[src/rtl/pkt_pkg.sv]
// pkt_pkg: shared widths, handshake state type and word-select helper for
// the 47-bit packet receive channel.
package pkt_pkg;

  localparam int unsigned PKT_DWIDTH = 8;
  localparam int unsigned PKT_NWORDS = 5;
  localparam int unsigned PKT_PWIDTH = 47;
  localparam int unsigned PKT_HWIDTH = PKT_PWIDTH - PKT_NWORDS * PKT_DWIDTH;
  localparam int unsigned PKT_IDXW   = $clog2(PKT_NWORDS);

  typedef enum logic [0:0] {
    HS_IDLE = 1'b0,
    HS_ACK  = 1'b1
  } hs_state_t;

  // Select data word idx (word 0 = least significant) of a default-width packet.
  function automatic logic [PKT_DWIDTH-1:0] word_of(input logic [PKT_PWIDTH-1:0] pkt,
                                                    input logic [PKT_IDXW-1:0]   idx);
    logic [PKT_DWIDTH-1:0] w;
    w = '0;
    for (int unsigned i = 0; i < PKT_NWORDS; i++) begin
      if (idx == PKT_IDXW'(i)) w = pkt[i*PKT_DWIDTH +: PKT_DWIDTH];
    end
    return w;
  endfunction

endpackage

[src/rtl/pkt_req_sync.sv]
// pkt_req_sync: STAGES-deep flop chain bringing the asynchronous request
// into the clk domain. Synchronous active-high reset clears every stage.
module pkt_req_sync #(
  parameter int unsigned STAGES = 2
) (
  input  logic clk,
  input  logic reset,
  input  logic d,
  output logic q
);

  logic [STAGES-1:0] chain;

  // Shift the raw request through the synchronizer chain.
  always_ff @(posedge clk) begin
    if (reset) chain <= '0;
    else       chain <= {chain[STAGES-2:0], d};
  end

  assign q = chain[STAGES-1];

endmodule

[src/rtl/pkt_rx_unpack.sv]
// pkt_rx_unpack: four-phase packet receiver with a one-packet buffer that
// streams NWORDS data words (low word first) plus the header on valid/ready.
// Optional statistics ports are built when PKT_STATS_EN is defined.
module pkt_rx_unpack
  import pkt_pkg::*;
#(
  parameter  int unsigned DWIDTH      = PKT_DWIDTH,
  parameter  int unsigned NWORDS      = PKT_NWORDS,
  parameter  int unsigned PWIDTH      = PKT_PWIDTH,
  parameter  int unsigned SYNC_STAGES = 2,
  localparam int unsigned HWIDTH      = PWIDTH - NWORDS * DWIDTH,
  localparam int unsigned IDXW        = $clog2(NWORDS)
) (
  input  logic              clk,
  input  logic              reset,
  input  logic              req,
  input  logic [PWIDTH-1:0] packet,
  output logic              ack,
  output logic              out_valid,
  input  logic              out_ready,
  output logic [DWIDTH-1:0] out_data,
  output logic [HWIDTH-1:0] out_hdr,
  output logic [IDXW-1:0]   out_idx,
  output logic              out_last
`ifdef PKT_STATS_EN
  ,
  output logic [31:0]       pkt_count,
  output logic [DWIDTH+2:0] last_sum
`endif
);

  logic              req_s;
  hs_state_t         hs_state;
  logic              full;
  logic [IDXW-1:0]   idx;
  logic [PWIDTH-1:0] buf_pkt;
  logic              pop;
  logic              at_last;
  logic              can_accept;
  logic              capture;

  pkt_req_sync #(.STAGES(SYNC_STAGES)) u_req_sync (
    .clk   (clk),
    .reset (reset),
    .d     (req),
    .q     (req_s)
  );

  assign pop        = full & out_ready;
  assign at_last    = (idx == IDXW'(NWORDS - 1));
  // A final-word pop frees the buffer in the same cycle, so a waiting
  // packet can be captured without a bubble on out_valid.
  assign can_accept = ~full | (pop & at_last);
  assign capture    = (hs_state == HS_IDLE) & req_s & can_accept;

  // Four-phase handshake: raise ack on capture, drop it once req_s returns low.
  always_ff @(posedge clk) begin
    if (reset) begin
      hs_state <= HS_IDLE;
      ack      <= 1'b0;
    end else begin
      case (hs_state)
        HS_IDLE: if (capture) begin
          hs_state <= HS_ACK;
          ack      <= 1'b1;
        end
        HS_ACK: if (!req_s) begin
          hs_state <= HS_IDLE;
          ack      <= 1'b0;
        end
        default: begin
          hs_state <= HS_IDLE;
          ack      <= 1'b0;
        end
      endcase
    end
  end

  // One-packet buffer and word index; capture has priority over a final pop.
  always_ff @(posedge clk) begin
    if (reset) begin
      full    <= 1'b0;
      idx     <= '0;
      buf_pkt <= '0;
    end else if (capture) begin
      full    <= 1'b1;
      idx     <= '0;
      buf_pkt <= packet;
    end else if (pop) begin
      if (at_last) begin
        full <= 1'b0;
        idx  <= '0;
      end else begin
        idx <= idx + IDXW'(1);
      end
    end
  end

  // Present the current word and header straight from the buffer.
  always_comb begin
    out_data = '0;
    for (int unsigned i = 0; i < NWORDS; i++) begin
      if (idx == IDXW'(i)) out_data = buf_pkt[i*DWIDTH +: DWIDTH];
    end
  end

  assign out_valid = full;
  assign out_idx   = idx;
  assign out_last  = at_last;
  assign out_hdr   = buf_pkt[PWIDTH-1 -: HWIDTH];

`ifdef PKT_STATS_EN
  logic [DWIDTH+2:0] sum_in;

  // Zero-extended sum of the incoming packet's data words.
  always_comb begin
    sum_in = '0;
    for (int unsigned i = 0; i < NWORDS; i++) begin
      sum_in = sum_in + (DWIDTH+3)'(packet[i*DWIDTH +: DWIDTH]);
    end
  end

  // Capture statistics, updated on the same edge that loads the buffer.
  always_ff @(posedge clk) begin
    if (reset) begin
      pkt_count <= '0;
      last_sum  <= '0;
    end else if (capture) begin
      pkt_count <= pkt_count + 32'd1;
      last_sum  <= sum_in;
    end
  end
`endif

endmodule

[config.mk]
export PLATFORM = sky130hd
export DESIGN_NAME = pkt_rx_unpack
export DESIGN_NICKNAME = d
export VERILOG_FILES = /design/src/rtl/pkt_pkg.sv /design/src/rtl/pkt_req_sync.sv /design/src/rtl/pkt_rx_unpack.sv
export SDC_FILE = /design/constraint.sdc
export NUM_CORES = 1
export LEC_CHECK = 0
export ABC_AREA = 1
export CAP_MARGIN = 15
export CELL_PAD_IN_SITES_DETAIL_PLACEMENT = 1
export CELL_PAD_IN_SITES_GLOBAL_PLACEMENT = 1
export CORE_MARGIN = 2
export CORE_UTILIZATION = 34
export CTS_CLUSTER_SIZE = 16
export DETAILED_ROUTE_END_ITERATION = 8
export GPL_TIMING_DRIVEN = 0
export PLACE_DENSITY_LB_ADDON = 0.2
export SLEW_MARGIN = 20
export SYNTH_ARGS = -nofsm -noshare
export SYNTH_HDL_FRONTEND = slang
export SYNTH_SLANG_ARGS = --single-unit
export TNS_END_PERCENT = 50
[constraint.sdc]
create_clock -name clk -period 2.57 [get_ports clk]
set_input_delay 0.514 -clock clk [delete_from_list [all_inputs] [get_ports clk]]
set_output_delay 0.514 -clock clk [all_outputs]
set_load 0.1 [all_outputs]
======== Yosys cells after proc, flatten, opt, wreduce, memory -nomap -nowiden ========
Cells that the tools add are included.
W data, S select, Z words.
storage, ports and cells
  memory bits (writable) .................. 0
  latch bits .............................. 0
  word-level logic and storage cells ...... 41
  output and inout bits ................... 21
  memories kept ........................... 0
  memory bits (read-only) ................. 0
  input port bits ......................... 51
  bits in registers ....................... 55
operators by class
  shift-type cells ........................ 0
  equality and inequality tests ........... 6
  multipliers ............................. 0
  divide/modulo/power cells ............... 0
  magnitude comparators ................... 0
  reductions and logical operators ........ 6
  add/subtract/negate cells ............... 1
  multiplexer cells ....................... 15
  bitwise operators ....................... 7
operators by type and width
  operator               number
  $mux W8                5
  $mux W1                7
  $eq A3 B2 Y1 const B   2
  $and A1 B1 Y1          4
  $ne A2 B2 Y1 const B   2
  $pmux W1 S2            2
  $reduce_and A2 Y1      2
  $reduce_bool A2 Y1     2
  $add A3 B1 Y3 const B  1
  $eq A3 B1 Y1 const B   1
  $eq A3 B3 Y1 const B   1
  $logic_not A3 Y1       1
  $mux W3                1
  $not A1 Y1             2
  $reduce_or A2 Y1       1
  $or A1 B1 Y1           1

======== Depth between registers and ports, before layout ========
Gate-level depths: netlist of the first run.
  word-level depth ........................ 6
  depth in mapped cells ................... 11
  gate-level depth less buffers ........... 10

======== Cells and area by module ========
A second synthesis of the first run with hierarchy kept.
unflattened totals
  cell total of the unflattened synthesis .. 490
  area total of the unflattened synthesis .. 2991.6 um^2
modules (own cells, without submodules)
  module         area each (um^2)  times used  cells each
  pkt_rx_unpack  2936.6            1           484
  pkt_req_sync   55.1              1           6

======== Least setup slack after synthesis of the first run ========
OpenSTA, ideal clock, no wires.
  path kind ............................... register to output
  start ................................... reg idx[2] (netlist: out_idx[2])
  end ..................................... out out_data[6]
  arrival ................................. 3.040 ns
  slack ................................... -0.984 ns
  required time ........................... 2.056 ns
  cell stages (with the launch flop) ...... 9
  path through ............................ dfxtp_1 -> clkinv_1 -> ha_1 -> inv_1 -> clkbuf_1 -> nor2_1 -> nor2_1 -> nand2_1 -> nand2_1
between the ends
  cells in the longest elaborated chain, start to end .. 6
  elaborated cells on any way between the ends .. 10
  those cells by class .................... eq/ne (4); mux (5); reduce/logical (1)
RTL lines
  element                 line                  RTL
  start, declared         pkt_rx_unpack.sv:35   logic [IDXW-1:0] idx;
  start signal, assigned  pkt_rx_unpack.sv:94   idx <= idx + IDXW'(1);
  $logic_not A3 Y1        pkt_rx_unpack.sv:103  if (idx == IDXW'(i)) out_data = buf_pkt[i*DWIDTH +: DWIDTH];
  $mux W8 (4 in series)   pkt_rx_unpack.sv:103
  $mux W8 *               pkt_rx_unpack.sv:103
  end, declared           pkt_rx_unpack.sv:21   output logic [DWIDTH-1:0] out_data,
Every way passes the cells marked *; elsewhere a longest branch is shown, timed or not.

======== Worst setup path after layout of the first run ========
  start ................................... reg idx[1] (netlist: out_idx[1])
  end ..................................... out out_data[6]
Same word-level chain as after synthesis.

==> results_dict.tcl, run 1 <==
set metrics [dict create \
    grt_pass1_wl_um 14600 \
    crit_required_ps 2060 \
    setup_viol 0 \
    status "completed" \
    grt_overflow 0 \
    slew-limit-headroom_pct 35.3 \
    finalCritPeriodShare_pct 95.5 \
    cts_buffers 5 \
    whs_ps 411 \
    clock-sinks 55 \
    seq_area_frac_synth_pct 36.8 \
    p_leak_nw 2.01 \
    max-clock-path-buffers 2 \
    ir_worst_vdd_uv 210 \
    fmax_ghz 0.408 \
    cts_tree "built" \
    die_h_um 97.8 \
    grt_antenna_before_repair 0 \
    grt_pass1_vias 3217 \
    crit_arrival_ps 1940 \
    final_area_mm2 0.00416 \
    syn_nets 546 \
    netlist_area_mm2 0.00299 \
    htreeDepth 2 \
    synthCells 490 \
    yosys_warnings 0 \
    async_flop_share_pct 0 \
    drt.antenna.violating_nets 0 \
    fp.coreArea_mm2 0.00864 \
    grt_max_degree 18 \
    syn_to_final_growth_pct 39.1 \
    vias_per_cell 4.67 \
    gp_congestion 0.811 \
    hold_buffers 0 \
    crit_fanout 8 \
    io_buffers 71 \
    tightestPinTransition_ps 968 \
    synth_common_cells "nand2_1, nor2_1, inv_1, nand3_1, dfxtp_1" \
    hold_viol 0 \
    synth_area_leaders "dfxtp_1, nand2_1, nor2_1, nand3_1, inv_1" \
    synth_edf_count 0 \
    io_pins 72 \
    synth_seq_cells 55 \
    first_pass_iters 4 \
    clkTransAtPathRegs_ps 100 \
    num_rows 34 \
    synthFlopType "dfxtp_1" \
    layout_min_cycle_time_ps 2450 \
    fp.dieW_um 97.8 \
    synth.top_cell.area_share_pct 36.8 \
    synth_most_common_cell "nand2_1" \
    power_density_mw_per_mm2 502 \
    hold_path_class "reg -> reg" \
    critical_path_class "reg -> out" \
    clk_latency_ps 310 \
    drt-wirelength-per-cell_um 13.0 \
    worstSetupEndpointType "primary output" \
    fin_total_pwr_mw 2.09 \
    grt.total_usage_pct 18.5 \
    synth.avg_cell_area_um2 6.11 \
    antenna_cells 0 \
    num-nets-final 624 \
    placed_area_mm2 0.00389 \
    startpoint_type "flip-flop" \
    cts-root-buf "clkbuf_8" \
    drt-total-wl_um 8800 \
    drt_first_iter_violations 64 \
    dieArea_mm2 0.00956 \
    synthDistinctLibCells 16 \
    maxCapViolCount 0 \
    via_count 3163 \
    initial_core_util_pct 34.6 \
    finish.utilization_pct 48.2 \
    drive_gt1_share_pct 13.0 \
    hpwl_um 6640 \
    slew_viol_final 0 \
    route.detailed.drc 0 \
    synth_top_cell_by_area "dfxtp_1" \
    final.setup_skew_ps 4.63 \
]
per-layer routing:
metal	track usage (%)	wire [um]
met4	2.24	41
met3	2.43	291
met5	0	0
met1	23.2	4030
met2	34.7	4440
critical path: stages (launching register included):
cell and delay, ps:
dfxtp_4 380, inv_2 60, ha_2 170, buf_6 90, inv_1 50, nor2_4 220
nand2_1 100, nand2_1 90, nand2_1 70, nand2_2 80, nand2_1 80, nand2_4 70
buf_12 170
layout make-up:
class                   instances  area (um^2)
flip-flops and latches         55         1110
plain buffers                  35          211
inverters                      76          290
well taps                     108          135
clock buffers                   5         68.8
multi-input cells             323         1490
repair buffers                 72          791
clock inverters                 3         66.3
fillers                      1155         4480
cell usage in the layout, fill, tap and decap left out, drive strengths merged, types with 5 or more instances in the layout:
cell type	count
nand2	127
nor2	79
inv	77
clkdlybuf4s50	62
nand3	56
dfxtp	55
a21oi	51
buf	37
clkbuf	13
ha	5
path summary, 6_finish.rpt:
kind	start	endpoint	slack (ps)	depth (start not counted)
worst max-delay path	out_idx[1]$_SDFFE_PP0P_	out_data[6]	120	12
worst min-delay path	u_req_sync.chain[0]$_SDFF_PP0_	u_req_sync.chain[1]$_SDFF_PP0_	410	2
worst max register to register	out_idx[0]$_SDFFE_PP0P_	buf_pkt[6]$_SDFFE_PP0P_	730	8
worst min register to register	u_req_sync.chain[0]$_SDFF_PP0_	u_req_sync.chain[1]$_SDFF_PP0_	410	2
power breakdown:
part	internal (mW)	leakage (nW)	switching [mW]	total [mW]
clock network	0.390	0.0687	0.308	0.697
logic	0.193	1.49	0.280	0.472
registers	0.892	0.452	0.0256	0.918
cell families after synthesis:
family	synth area share, %
DFF	36.8
and+or+nand+nor	35.4
buffers and inverters	16.4
adders and majority gates	2.09
AOI/OAI and AO/OA	9.33
registers in the layout (all words and copies together), names as in the netlist:
signal,count
u_req_sync.chain,2
hs_state,1
out_idx,3
ack,1
buf_pkt,47
out_valid,1
metrics by stage:
| stage | setup TNS, ps | worst slack (ps) | instances |
|---|---|---|---|
| after global placement | -6290 | -785 | 669 |
| after detailed placement | -6690 | -824 | 669 |
| after CTS | 0 | 0.911 | 677 |
| after global routing | -18.8 | -10.8 | 677 |
| final | 0 | 117 | 677 |
| after floorplan | -46.6 | -11.6 | 490 |
timing repair:
item,4_1_cts,5_1_grt
setup buffers,0,1
resized for setup,68,35
pin swaps,0,3
hold endpoints to repair,0,0
endpoints found under the setup margin,9,9
No activity file was read; power rests on OpenSTA's default activity.
==> run 2: changes to the inputs <==
--- a/config.mk
+++ b/config.mk
@@ -11,6 +11,7 @@
 export CELL_PAD_IN_SITES_GLOBAL_PLACEMENT = 1
 export CORE_MARGIN = 2
 export CORE_UTILIZATION = 34
+export CTS_CLUSTER_DIAMETER = 100
 export CTS_CLUSTER_SIZE = 16
 export DETAILED_ROUTE_END_ITERATION = 8
 export GPL_TIMING_DRIVEN = 0
==> results of run 2 <==
Final layout, timing and power as in run 1 (identical DEF).
